File: src/rtl/maxnet_iterator.sv
// maxnet_iterator: iterative winner-take-all (Maxnet) engine for four neurons.
// Loads four signed activations and clamps negatives to zero. It then applies
// mutual inhibition repeatedly. It stops when the external check stage reports
// a single survivor, when every activation has reached zero, or when the
// iteration cap is reached.
//
// Handshake: i_start is a level, not a valid/ready pair. It is sampled only in
// IDLE or DONE, and the sampling edge reloads the activations. It is ignored in
// CHECK and UPDATE. o_done is held high from entry into DONE until the edge
// that samples the next i_start. i_is_finished is a combinational function of
// o_active and must settle within the same CHECK cycle.
module maxnet_iterator #(
  parameter int WIDTH     = 16,
  parameter int EPS_SHIFT = 3,
  parameter int MAX_ITER  = 32,
  localparam int CW       = $clog2(MAX_ITER + 1)
) (
  input  logic             i_clk,
  input  logic             i_rst,
  input  logic             i_start,
  input  logic [WIDTH-1:0] i_x0,
  input  logic [WIDTH-1:0] i_x1,
  input  logic [WIDTH-1:0] i_x2,
  input  logic [WIDTH-1:0] i_x3,
  output logic [3:0]       o_active,
  input  logic             i_is_finished,
  output logic             o_done,
  output logic             o_winner_valid,
  output logic [1:0]       o_winner,
  output logic [WIDTH-1:0] o_winner_value,
  output logic [CW-1:0]    o_iter_count,
  output logic [1:0]       o_state
);

  typedef enum logic [1:0] {
    ST_IDLE   = 2'd0,
    ST_CHECK  = 2'd1,
    ST_UPDATE = 2'd2,
    ST_DONE   = 2'd3
  } state_t;

  state_t           r_state;
  logic [WIDTH-1:0] r_a [4];
  logic [CW-1:0]    r_iter;
  logic             r_done;
  logic             r_winner_valid;
  logic [1:0]       r_winner;
  logic [WIDTH-1:0] r_winner_value;

  logic [3:0]       w_active;
  logic [WIDTH+1:0] w_sum;
  logic [WIDTH+1:0] w_t    [4];
  logic [WIDTH-1:0] w_next [4];
  logic [1:0]       w_win_idx;

  // ReLU on a two's complement input: negative values load as zero.
  function automatic logic [WIDTH-1:0] relu(input logic [WIDTH-1:0] x);
    return x[WIDTH-1] ? '0 : x;
  endfunction

  // Nonzero flags, inhibition totals and the next activations for an UPDATE.
  // S - a_i is never negative because all activations are non-negative.
  always_comb begin
    w_sum = {2'b00, r_a[0]} + {2'b00, r_a[1]} + {2'b00, r_a[2]} + {2'b00, r_a[3]};
    for (int i = 0; i < 4; i++) begin
      w_active[i] = (r_a[i] != '0);
      w_t[i]      = (w_sum - {2'b00, r_a[i]}) >> EPS_SHIFT;
      // When a_i > t_i, t_i fits in WIDTH bits, so the subtraction cannot wrap.
      w_next[i]   = ({2'b00, r_a[i]} > w_t[i]) ? (r_a[i] - w_t[i][WIDTH-1:0]) : '0;
    end
  end

  // Index of the surviving neuron. When exactly one flag is set, this scan
  // selects that neuron.
  always_comb begin
    w_win_idx = 2'd0;
    for (int i = 3; i >= 0; i--) begin
      if (w_active[i]) w_win_idx = 2'(i);
    end
  end

  // Control FSM with load, update and result registers.
  always_ff @(posedge i_clk or posedge i_rst) begin
    if (i_rst) begin
      r_state        <= ST_IDLE;
      for (int i = 0; i < 4; i++) r_a[i] <= '0;
      r_iter         <= '0;
      r_done         <= 1'b0;
      r_winner_valid <= 1'b0;
      r_winner       <= 2'd0;
      r_winner_value <= '0;
    end else begin
      case (r_state)
        ST_IDLE, ST_DONE: begin
          if (i_start) begin
            r_a[0]         <= relu(i_x0);
            r_a[1]         <= relu(i_x1);
            r_a[2]         <= relu(i_x2);
            r_a[3]         <= relu(i_x3);
            r_iter         <= '0;
            r_done         <= 1'b0;
            r_winner_valid <= 1'b0;
            r_winner       <= 2'd0;
            r_winner_value <= '0;
            r_state        <= ST_CHECK;
          end
        end
        ST_CHECK: begin
          if (i_is_finished) begin
            r_done         <= 1'b1;
            r_winner_valid <= 1'b1;
            r_winner       <= w_win_idx;
            r_winner_value <= r_a[w_win_idx];
            r_state        <= ST_DONE;
          end else if (w_active == 4'b0000 || r_iter == CW'(MAX_ITER)) begin
            r_done         <= 1'b1;
            r_winner_valid <= 1'b0;
            r_winner       <= 2'd0;
            r_winner_value <= '0;
            r_state        <= ST_DONE;
          end else begin
            r_state <= ST_UPDATE;
          end
        end
        ST_UPDATE: begin
          for (int i = 0; i < 4; i++) r_a[i] <= w_next[i];
          r_iter  <= r_iter + 1'b1;
          r_state <= ST_CHECK;
        end
        default: r_state <= ST_IDLE;
      endcase
    end
  end

  assign o_active       = w_active;
  assign o_done         = r_done;
  assign o_winner_valid = r_winner_valid;
  assign o_winner       = r_winner;
  assign o_winner_value = r_winner_value;
  assign o_iter_count   = r_iter;
  assign o_state        = r_state;

endmodule

File: config.mk
export PLATFORM = sky130hd
export DESIGN_NAME = maxnet_iterator
export DESIGN_NICKNAME = d
export VERILOG_FILES = /design/src/rtl/maxnet_iterator.sv
export SDC_FILE = /design/constraint.sdc
export NUM_CORES = 1
export LEC_CHECK = 0
export ABC_AREA = 0
export CORE_ASPECT_RATIO = 2
export CORE_UTILIZATION = 35
export CTS_BUF_LIST = sky130_fd_sc_hd__clkbuf_4 sky130_fd_sc_hd__clkbuf_8
export DETAILED_ROUTE_END_ITERATION = 16
export GPL_ROUTABILITY_DRIVEN = 1
export GPL_TIMING_DRIVEN = 0
export REMOVE_ABC_BUFFERS = 1
export SETUP_SLACK_MARGIN = 0.02
export SLEW_MARGIN = 10
export SYNTH_ARGS = -nofsm -noshare
export SYNTH_HDL_FRONTEND = slang
export SYNTH_SLANG_ARGS = --single-unit
File: constraint.sdc
create_clock -name i_clk -period 7.4 [get_ports i_clk]
set_input_delay 1.11 -clock i_clk [delete_from_list [all_inputs] [get_ports i_clk]]
set_output_delay 1.11 -clock i_clk [all_outputs]
set_load 0.05 [all_outputs]
# Word level (Yosys, flattened, before mapping)
# Index checks and enable logic that the tools add are counted.
# Widths: inputs -> output; s select.
dict set report classes {
  n_lt_le_gt_ge 5
  bitwise_logic 1
  add_sub_neg 12
  reduce_logical 12
  mux 38
  eq_ne 6
}
# operator count
set op_table {}
lappend op_table {{$mux 16} 9}
lappend op_table {{$pmux 64 s2} 1}
lappend op_table {{$sub 18x16->18} 4}
lappend op_table {{$gt 16x15->1} 4}
lappend op_table {{$mux 64} 1}
lappend op_table {{$reduce_bool 16->1} 4}
lappend op_table {{$sub 16x15->16} 4}
lappend op_table {{$mux 15} 4}
lappend op_table {{$bmux 16 s2} 1}
lappend op_table {{$pmux 16 s2} 1}
lappend op_table {{$add 17x16->18} 1}
lappend op_table {{$add 18x16->18} 1}
lappend op_table {{$add 16x16->17} 1}
lappend op_table {{$mux 2} 8}
lappend op_table {{$pmux 6 s2} 1}
lappend op_table {{$mux 1} 7}
lappend op_table {{$add 6x1->6 const B} 1}
lappend op_table {{$eq 6x6->1 const B} 1}
lappend op_table {{$mux 6} 1}
lappend op_table {{$pmux 2 s3} 1}
lappend op_table {{$eq 2x2->1 const B} 2}
lappend op_table {{$logic_not 4->1} 1}
lappend op_table {{$pmux 1 s2} 2}
lappend op_table {{$pmux 2 s2} 1}
lappend op_table {{other kinds (11)} 12}
dict set report totals {
  out_inout_bits 32
  elab_cells 84
  reg_bits 92
}

# Longest topological paths before layout
# Gate-level depths: netlist of run 1.
dict set report logic_depth {
  word_depth 11
  ltp_mapped 32
  depth_no_buf 32
}

# Worst setup path before layout of run 1
# OpenSTA, ideal clock, no wires.
dict set report synth_timing {
  path_type {register to register}
  start {register r_a[1] (netlist bit)}
  end {register r_a[31] (netlist bit)}
  path_buffers 0
  slack_ns 0.690
  stages_incl_launch_ff 31
  period_less_slack_ns 6.710
  arrival_time_ns 6.624
  required_ns 7.313
  cell_sequence {dfrtp_1 > inv_1 > fa_1 > fa_1 > inv_1 > ha_1 > inv_1 > fa_1 > nor2b_1 > o21ai_0 > a21boi_1 > o21a_1 > nor2_1 > xnor2_1 > ha_1 > a21o_1 > a221o_1 > or3_1 > a31o_2 > nand3_1 > nand3b_1 > a21oi_1 > xor2_1 > ha_1 > and2_1 > nand2_1 > or3_4 > a31oi_4 > nand3_1 > or4_1 > o211ai_1}
}
dict set report synth_between {
  elab_chain_cells 5
  word_cells_on_any_way 6
}
# item line_no
set synth_rtl {}
lappend synth_rtl {{from (decl)} 43} ;# logic [WIDTH-1:0] r_a [4];
lappend synth_rtl {{$add 18x16->18 *} 64} ;# w_sum = {2'b00, r_a[0]} + {2'b00, r_a[1]} + {2'b00, r_a[2]} + {2'b00, r_a[3]};
lappend synth_rtl {{$sub 18x16->18 *} 67} ;# w_t[i] = (w_sum - {2'b00, r_a[i]}) >> EPS_SHIFT;
lappend synth_rtl {{$sub 16x15->16 / $gt 16x15->1 (equally long branches)} 69} ;# w_next[i] = ({2'b00, r_a[i]} > w_t[i]) ? (r_a[i] - w_t[i][WIDTH-1:0]) : '0;
lappend synth_rtl {{$mux 16 *} 69}
lappend synth_rtl {{$pmux 64 s2 *} 93} ;# case (r_state)
# Mark *: on every way between the ends. The rest lies on a longest branch, timed or not.
# A chain may end at the register's enable or synchronous reset.

# Worst setup path in the final report of run 1
# Same ends and word-level chain as after synthesis.

==> qor.csv, run 1 <==
stage,metric,value,unit
clocking,TritonCTS buffer count,9,
critical_path,Crit Path Max Fanout,4,
sta,total negative setup slack,0,ns
grt,total track usage,23.9,%
yosys,Cell variety after synth,74,
grt,GRT overflow,0,
sta,min cycle time layout,7.11,ns
critical_path,CP required,7.71,ns
yosys,Synth Area in Compound Gates,26.2,%
sta,max-slew violation count,0,
critical_path,critical path type,register to register,
yosys,largest family of logic cells by synthesized area,compound AO/OA/AOI/OAI gates,
detailed_routing,routed via count,10655,
detailed_routing,Initial DRC Count,542,
outcome,status,finished clean,
critical_path,reg2reg start,r_a[1]$_DFFE_PP0P_,
placed_design,routability congestion estimate,0.940,
critical_path,Critical path origin,r_a[1]$_DFFE_PP0P_,
critical_path,CP peak stage delay,0.56,ns
detailed_routing,DRT Pass-1 Iters,5,
yosys,register bit total from synthesis,92,
placed_design,placed wire-length estimate,31700,um
cells_and_area,Area Growth Syn to Fin,19.5,%
critical_path,crit path DAT,7.42,ns
detailed_routing,WL final,38800,um
yosys,synthesized area per cell,8.40,um^2
sta,final setup margin,0.292,ns
grt,global-route wire length before repair,58500,um
job,Max-Cap Viols,0,
yosys,Synth Flop Type,dfrtp_1,
sta,count of final hold-check violations,0,
yosys,gate count of the mapped netlist,1330,
yosys,Async SR Flop Fraction,100,%
grt,initial antenna violation count,1,
critical_path,Most Frequent Cell on Critical Path,inv_1,
die,num rows,92,
sta,final setup violation count,0,
sta,slew margin rel.,14.8,%
sta,clock skew,0.0155,ns
clocking,Sink Count,92,
cells_and_area,ratio of cells with drive above 1 in the final layout,9.63,%
die,core area,31400,um^2
placed_design,"worst slack, placed",-1.23,ns
critical_path,CP max-delay cell,fa_1,
yosys,Synth warnings,0,
die,Ports,100,
die,Die Y,255,um
detailed_routing,Vias/cell,5.71,
cells_and_area,Util after Layout,42.5,%
yosys,post-synthesis mux area share,0.392,%
grt,vias in the first global route,11107,
clocking,clock transition at the registers of the reported paths,0.10,ns
yosys,Adder-Cell Fraction of Synth Area,22.4,%
detailed_routing,"antenna viol nets, final",0,
placed_design,Port Buffers,99,
clocking,Max clock buf depth,2,
sta,period utilization,96.1,%
die,Initial Utilization,35.5,%
sta,Peak Freq,141,MHz
yosys,Post-synth EDFFs,0,
detailed_routing,drt drc,0,
yosys,mapped cell area,11200,um^2
clocking,CTS tree,yes,
die,Die W,128,um
worst_hold_path,startpoint of the worst hold path,o_winner_valid$_DFFE_PP0P_,
cells_and_area,Final Cell Area,13300,um^2
yosys,XOR/XNOR Fraction of Synth Area,8.24,%
detailed_routing,DR WL/cell,20.8,um
clocking,H-tree Lvls,3,
critical_path,Worst setup EP type,register,
yosys,Synth Area in Simple Gates,16.7,%
yosys,sequential-to-total area share from yosys stat,20.6,%
critical_path,CP Launch Type,register,
placed_design,Post-Place Cell Area,12700,um^2
die,die area,32700,um^2
sta,actual slew at the worst max-slew pin,1.27,ns
cells_and_area,"Net count, final",1684,
clocking,clock latency at the later pin of the worst-skew pair,0.41,ns
worst_hold_path,Hold Crit Class,register to register,
clocking,hold-fix buffers at CTS,0,
grt,largest net degree at the start of global routing,62,
clocking,CTS Root Cell,clkbuf_8,
-- cell type report --
cell class | count | area [um^2]
inverter | 129 | 489
timing repair buffer | 130 | 1330
multi-input combinational | 1076 | 8480
sequential | 92 | 2310
fill | 3178 | 18100
tap | 423 | 529
antenna | 1 | 2.50
clock inverter | 5 | 60.1
clock buffer | 11 | 145
-- what timing repair did --
item                       CTS  global route
setup buffers               15            11
cloned                       0             1
gates resized for setup     15            35
setup endpoints to repair   64            64
pin swaps                    7            14
hold endpoints to repair     0             0
-- kinds of logic (layout without fill, tap and decap cells) --
kind of cell | after synthesis | in the layout
AOI/OAI and AO/OA | 429 | 429
DFF | 92 | 92
muxes | 4 | 4
other | 0 | 1
buffers and inverters | 162 | 275
adders and majority gates | 178 | 178
xor gates and xnor gates | 105 | 105
and+or+nand+nor | 360 | 360
-- synthesized netlist by cell type, types with 37 or more instances --
library cell / number / area share (%)
nand3_1: 37 / 1.7
a221oi_1: 51 / 4.0
inv_1: 129 / 4.3
nand2_1: 72 / 2.4
xor2_1: 44 / 3.5
nor2_1: 87 / 2.9
ha_1: 142 / 16
a21o_1: 50 / 3.4
dfrtp_1: 92 / 21
xnor2_1: 61 / 4.8
o21ai_0: 53 / 2.4
a21oi_1: 134 / 6.0
-- sequential cells by signal, summed over array words and instances (netlist names) --
name,cells
o_iter_count,6
o_winner,2
o_winner_valid,1
o_winner_value,16
o_done,1
r_a,64
o_state,2
-- worst max-delay path, delay by kind of cell (launching register included) --
family,cells,cell delay (ns)
AOI/OAI and AO/OA,9,1.70
xor gates and xnor gates,2,0.39
adders and majority gates,6,2.17
buffers and inverters,4,0.38
DFF,1,0.37
and+or+nand+nor,10,2.00
-- layout by cell type (no fill, tap or decap), types with 10 or more instances in the layout --
cell             synthesis  layout
nor2b_1                 16      15
a21o_1                  50      50
xnor2_1                 61      57
a21oi_1                134     127
nor4_1                  17      17
o21ai_0                 53      50
dfrtp_1                 92      87
a221oi_1                51      49
nand2b_1                13      13
ha_1                   142     138
nor3_1                  31      31
or2_2                   10      10
nand3_1                 37      36
clkbuf_8                 0      10
inv_1                  129     126
clkdlybuf4s50_1          0      99
fa_1                    36      35
nor2_1                  87      84
a211oi_1                21      19
o21a_1                  31      31
and3_1                  23      21
nand2_1                 72      72
xor2_1                  44      44
buf_4                    1      24
nand4_1                 13      13
-- through the flow --
stage | hold WS, ns | std cells
global placement | 0.466 | 1819
CTS | 0.496 | 1854
finish | 0.485 | 1867
floorplan | 0.529 | 1297
detailed placement | 0.469 | 1823
global route | 0.525 | 1867
-- final timing paths --
path                                                       end  slack [ns]  depth (start not counted)
min in group asynchronous                  r_a[52]$_DFFE_PP0P_        1.05                          2
worst min-delay path                o_winner_valid$_DFFE_PP0P_        0.49                          2
worst min register to register      o_winner_valid$_DFFE_PP0P_        0.49                          2
max in group asynchronous       o_winner_value[14]$_DFFE_PP0P_        5.68                          3
worst max register to register             r_a[31]$_DFFE_PP0P_        0.29                         31
worst max-delay path                       r_a[31]$_DFFE_PP0P_        0.29                         31
-- per-layer routing --
layer / vias to the layer above / part of all wire [%] / GRT usage (%)
li1: 5097 / - / -
met1: 5106 / 35 / 22.6
met2: 311 / 53 / 45.4
met3: 141 / 3.0 / 2.58
met4: 0 / 9.1 / 19.8
met5: - / 0 / 0
Power of run 1 is not shown: default switching activity piles up to over one toggle a cycle in this logic, so the estimate is an artifact.
==> run 2, diff against run 1 <==
--- a/config.mk
+++ b/config.mk
@@ -6,7 +6,9 @@
 export NUM_CORES = 1
 export LEC_CHECK = 0
 export ABC_AREA = 0
+export ABC_CLOCK_PERIOD_IN_PS = 7400
 export CORE_ASPECT_RATIO = 2
+export CORE_MARGIN = 5
 export CORE_UTILIZATION = 35
 export CTS_BUF_LIST = sky130_fd_sc_hd__clkbuf_4 sky130_fd_sc_hd__clkbuf_8
 export DETAILED_ROUTE_END_ITERATION = 16
==> run 2 against run 1 <==
Effect of this change:
- via count fell by 0.59%
- sequential cell count unchanged
- register-to-register slack improved by 0.02 ns
- setup slack better by 0.020 ns
- clock skew grew 0.0035 ns
- non-clock buffer count shrank 3
- utilization decreased by 0.39 points
- final cell count decreased by 0.16%
- clock-buffer cell count stayed put
- final area decreased by 0.56%
- largest cell class unchanged
- highest routed layer unchanged
==> qor.csv, run 2 (synthesis gave the netlist of run 1 again) <==
stage,metric,value,unit,change
outcome,status,finished clean,,
detailed_routing,DR WL/cell,21.1,um,+1.5%
cells_and_area,"commonest non-fill, non-tap cell in the layout",ha_1,,
cells_and_area,max FFs per register,64,,unchanged
critical_path,Most Frequent Cell on Critical Path,inv_1,,
detailed_routing,WL final,39300,um,+1.3%
detailed_routing,DRT Pass-1 Iters,5,,unchanged
sta,clock skew,0.0191,ns,+0.00354 ns
sta,final setup violation count,0,,unchanged
placed_design,Post-Place Cell Area,12700,um^2,+0.28%
job,Max-Cap Viols,0,,unchanged
clocking,CTS tree,yes,,
sta,period utilization,95.8,%,-0.26 points
die,Die W,136,um,+6.2%
critical_path,Crit Path Max Fanout,4,,unchanged
detailed_routing,drt drc,0,,unchanged
clocking,Max clock buf depth,2,,unchanged
grt,total track usage,21.8,%,-2.1 points
clocking,clock transition at the registers of the reported paths,0.10,ns,about the same
critical_path,Worst setup EP type,register,,
cells_and_area,ratio of cells with drive above 1 in the final layout,8.82,%,-0.81 points
cells_and_area,Area Growth Syn to Fin,18.8,%,
critical_path,critical path type,register to register,,
die,Die Y,263,um,+3.1%
die,core area,31500,um^2,+0.37%
detailed_routing,Vias/cell,5.68,,-0.43%
grt,GRT overflow,0,,unchanged
detailed_routing,Initial DRC Count,524,,-3.3%
clocking,hold-fix buffers at CTS,0,,unchanged
grt,largest net degree at the start of global routing,73,,+18%
grt,initial antenna violation count,1,,unchanged
clocking,clock latency at the later pin of the worst-skew pair,0.44,ns,+0.03 ns
clocking,CTS Root Cell,clkbuf_8,,
placed_design,placed wire-length estimate,32700,um,+3.2%
grt,global-route wire length before repair,59500,um,+1.8%
clocking,H-tree Lvls,3,,unchanged
placed_design,routability congestion estimate,0.900,,-4.3%
clocking,Sink Count,92,,unchanged
critical_path,CP max-delay cell,fa_1,,
die,die area,35800,um^2,+9.6%
critical_path,CP Launch Type,register,,
sta,max-slew violation count,0,,unchanged
die,Initial Utilization,35.4,%,-0.13 points
critical_path,CP peak stage delay,0.55,ns,about the same
cells_and_area,"Net count, final",1681,,-0.18%
grt,vias in the first global route,11258,,+1.4%
placed_design,Port Buffers,99,,unchanged
worst_hold_path,Hold Crit Class,register to register,,
cells_and_area,"Most flops, register",r_a,,
die,num rows,92,,unchanged
cells_and_area,Final Cell Area,13300,um^2,-0.56%
critical_path,crit path DAT,7.40,ns,-0.02 ns
detailed_routing,routed via count,10592,,-0.59%
clocking,TritonCTS buffer count,9,,unchanged
detailed_routing,"antenna viol nets, final",0,,unchanged
cells_and_area,most frequent cells in the layout,"140 x ha_1, 130 x a21oi_1, 126 x inv_1, 99 x clkdlybuf4s50_1, 87 x dfrtp_1",,
critical_path,CP required,7.71,ns,about the same
die,Ports,100,,unchanged
sta,slew margin rel.,20.4,%,+5.5 points
sta,min cycle time layout,7.09,ns,-0.0196 ns
sta,Peak Freq,141,MHz,+0.28%
sta,count of final hold-check violations,0,,unchanged
sta,actual slew at the worst max-slew pin,1.19,ns,-0.0823 ns
-- run 2: cell types whose count changed in the layout (fill, tap and decap cells not counted), sizes merged --
cell | before | now
clkbuf | 12 | 11
buf | 30 | 28
-- run 2: worst paths after layout --
check                           depth (start not counted)                          start                            end  slack (ns)
worst min register to register                          2  o_winner_value[4]$_DFFE_PP0P_  o_winner_value[4]$_DFFE_PP0P_        0.49
worst min-delay path                                    2  o_winner_value[4]$_DFFE_PP0P_  o_winner_value[4]$_DFFE_PP0P_        0.49
worst max-delay path                                   31             r_a[1]$_DFFE_PP0P_            r_a[58]$_DFFE_PP0P_        0.31
min in group asynchronous                               2                          i_rst            r_a[16]$_DFFE_PP0P_        0.99
worst max register to register                         31             r_a[1]$_DFFE_PP0P_            r_a[58]$_DFFE_PP0P_        0.31
max in group asynchronous                               3                          i_rst            r_a[44]$_DFFE_PP0P_        5.74
-- run 2: worst max-delay path, delay by kind of cell, from the launching register on --
family / cells / cell delay [ns]
adders and majority gates: 6 / 2.28
AOI/OAI and AO/OA: 11 / 1.91
and+or+nand+nor: 7 / 1.24
xor gates and xnor gates: 2 / 0.60
buffers and inverters: 5 / 0.55
DFF: 1 / 0.37
-- run 2: repair_timing --
item                                    in CTS  in global routing
gates resized for setup                     17                 19
endpoints found under the setup margin      64                 64
setup buffers                               14                  9
pin swaps                                    6                  5
-- run 2: area by class of cell --
cell class,instances,area (um^2)
Antenna cell,1,2.50
Clock buffer,11,145
Clock inverter,5,60.1
Fill cell,3266,18300
Inverter,129,489
Multi-Input combinational cell,1076,8420
Sequential cell,92,2310
Tap cell,423,529
Timing Repair Buffer,127,1320
-- run 2: layer usage --
metal | track usage, % | share of wire [%]
met3 | 2.41 | 3.3
met1 | 20.6 | 34
met4 | 13.6 | 6.3
met5 | 0 | 0
met2 | 42.8 | 56
-- run 2: per-stage QoR --
stage                     TNS (ns)  hold slack (ns)  util [%]  setup slack [ns]  std cells
after floorplan                  0            0.529         -             0.553       1297
after global placement      -52.98            0.464      39.8             -1.30       1819
after detailed placement    -39.84            0.473      40.3             -1.43       1824
after CTS                        0            0.496      41.6            0.0737       1854
after global routing      -0.00349            0.512      42.1          -0.00260       1864
final                            0            0.488      42.1             0.311       1864
Power of run 2 is left out for the same reason.
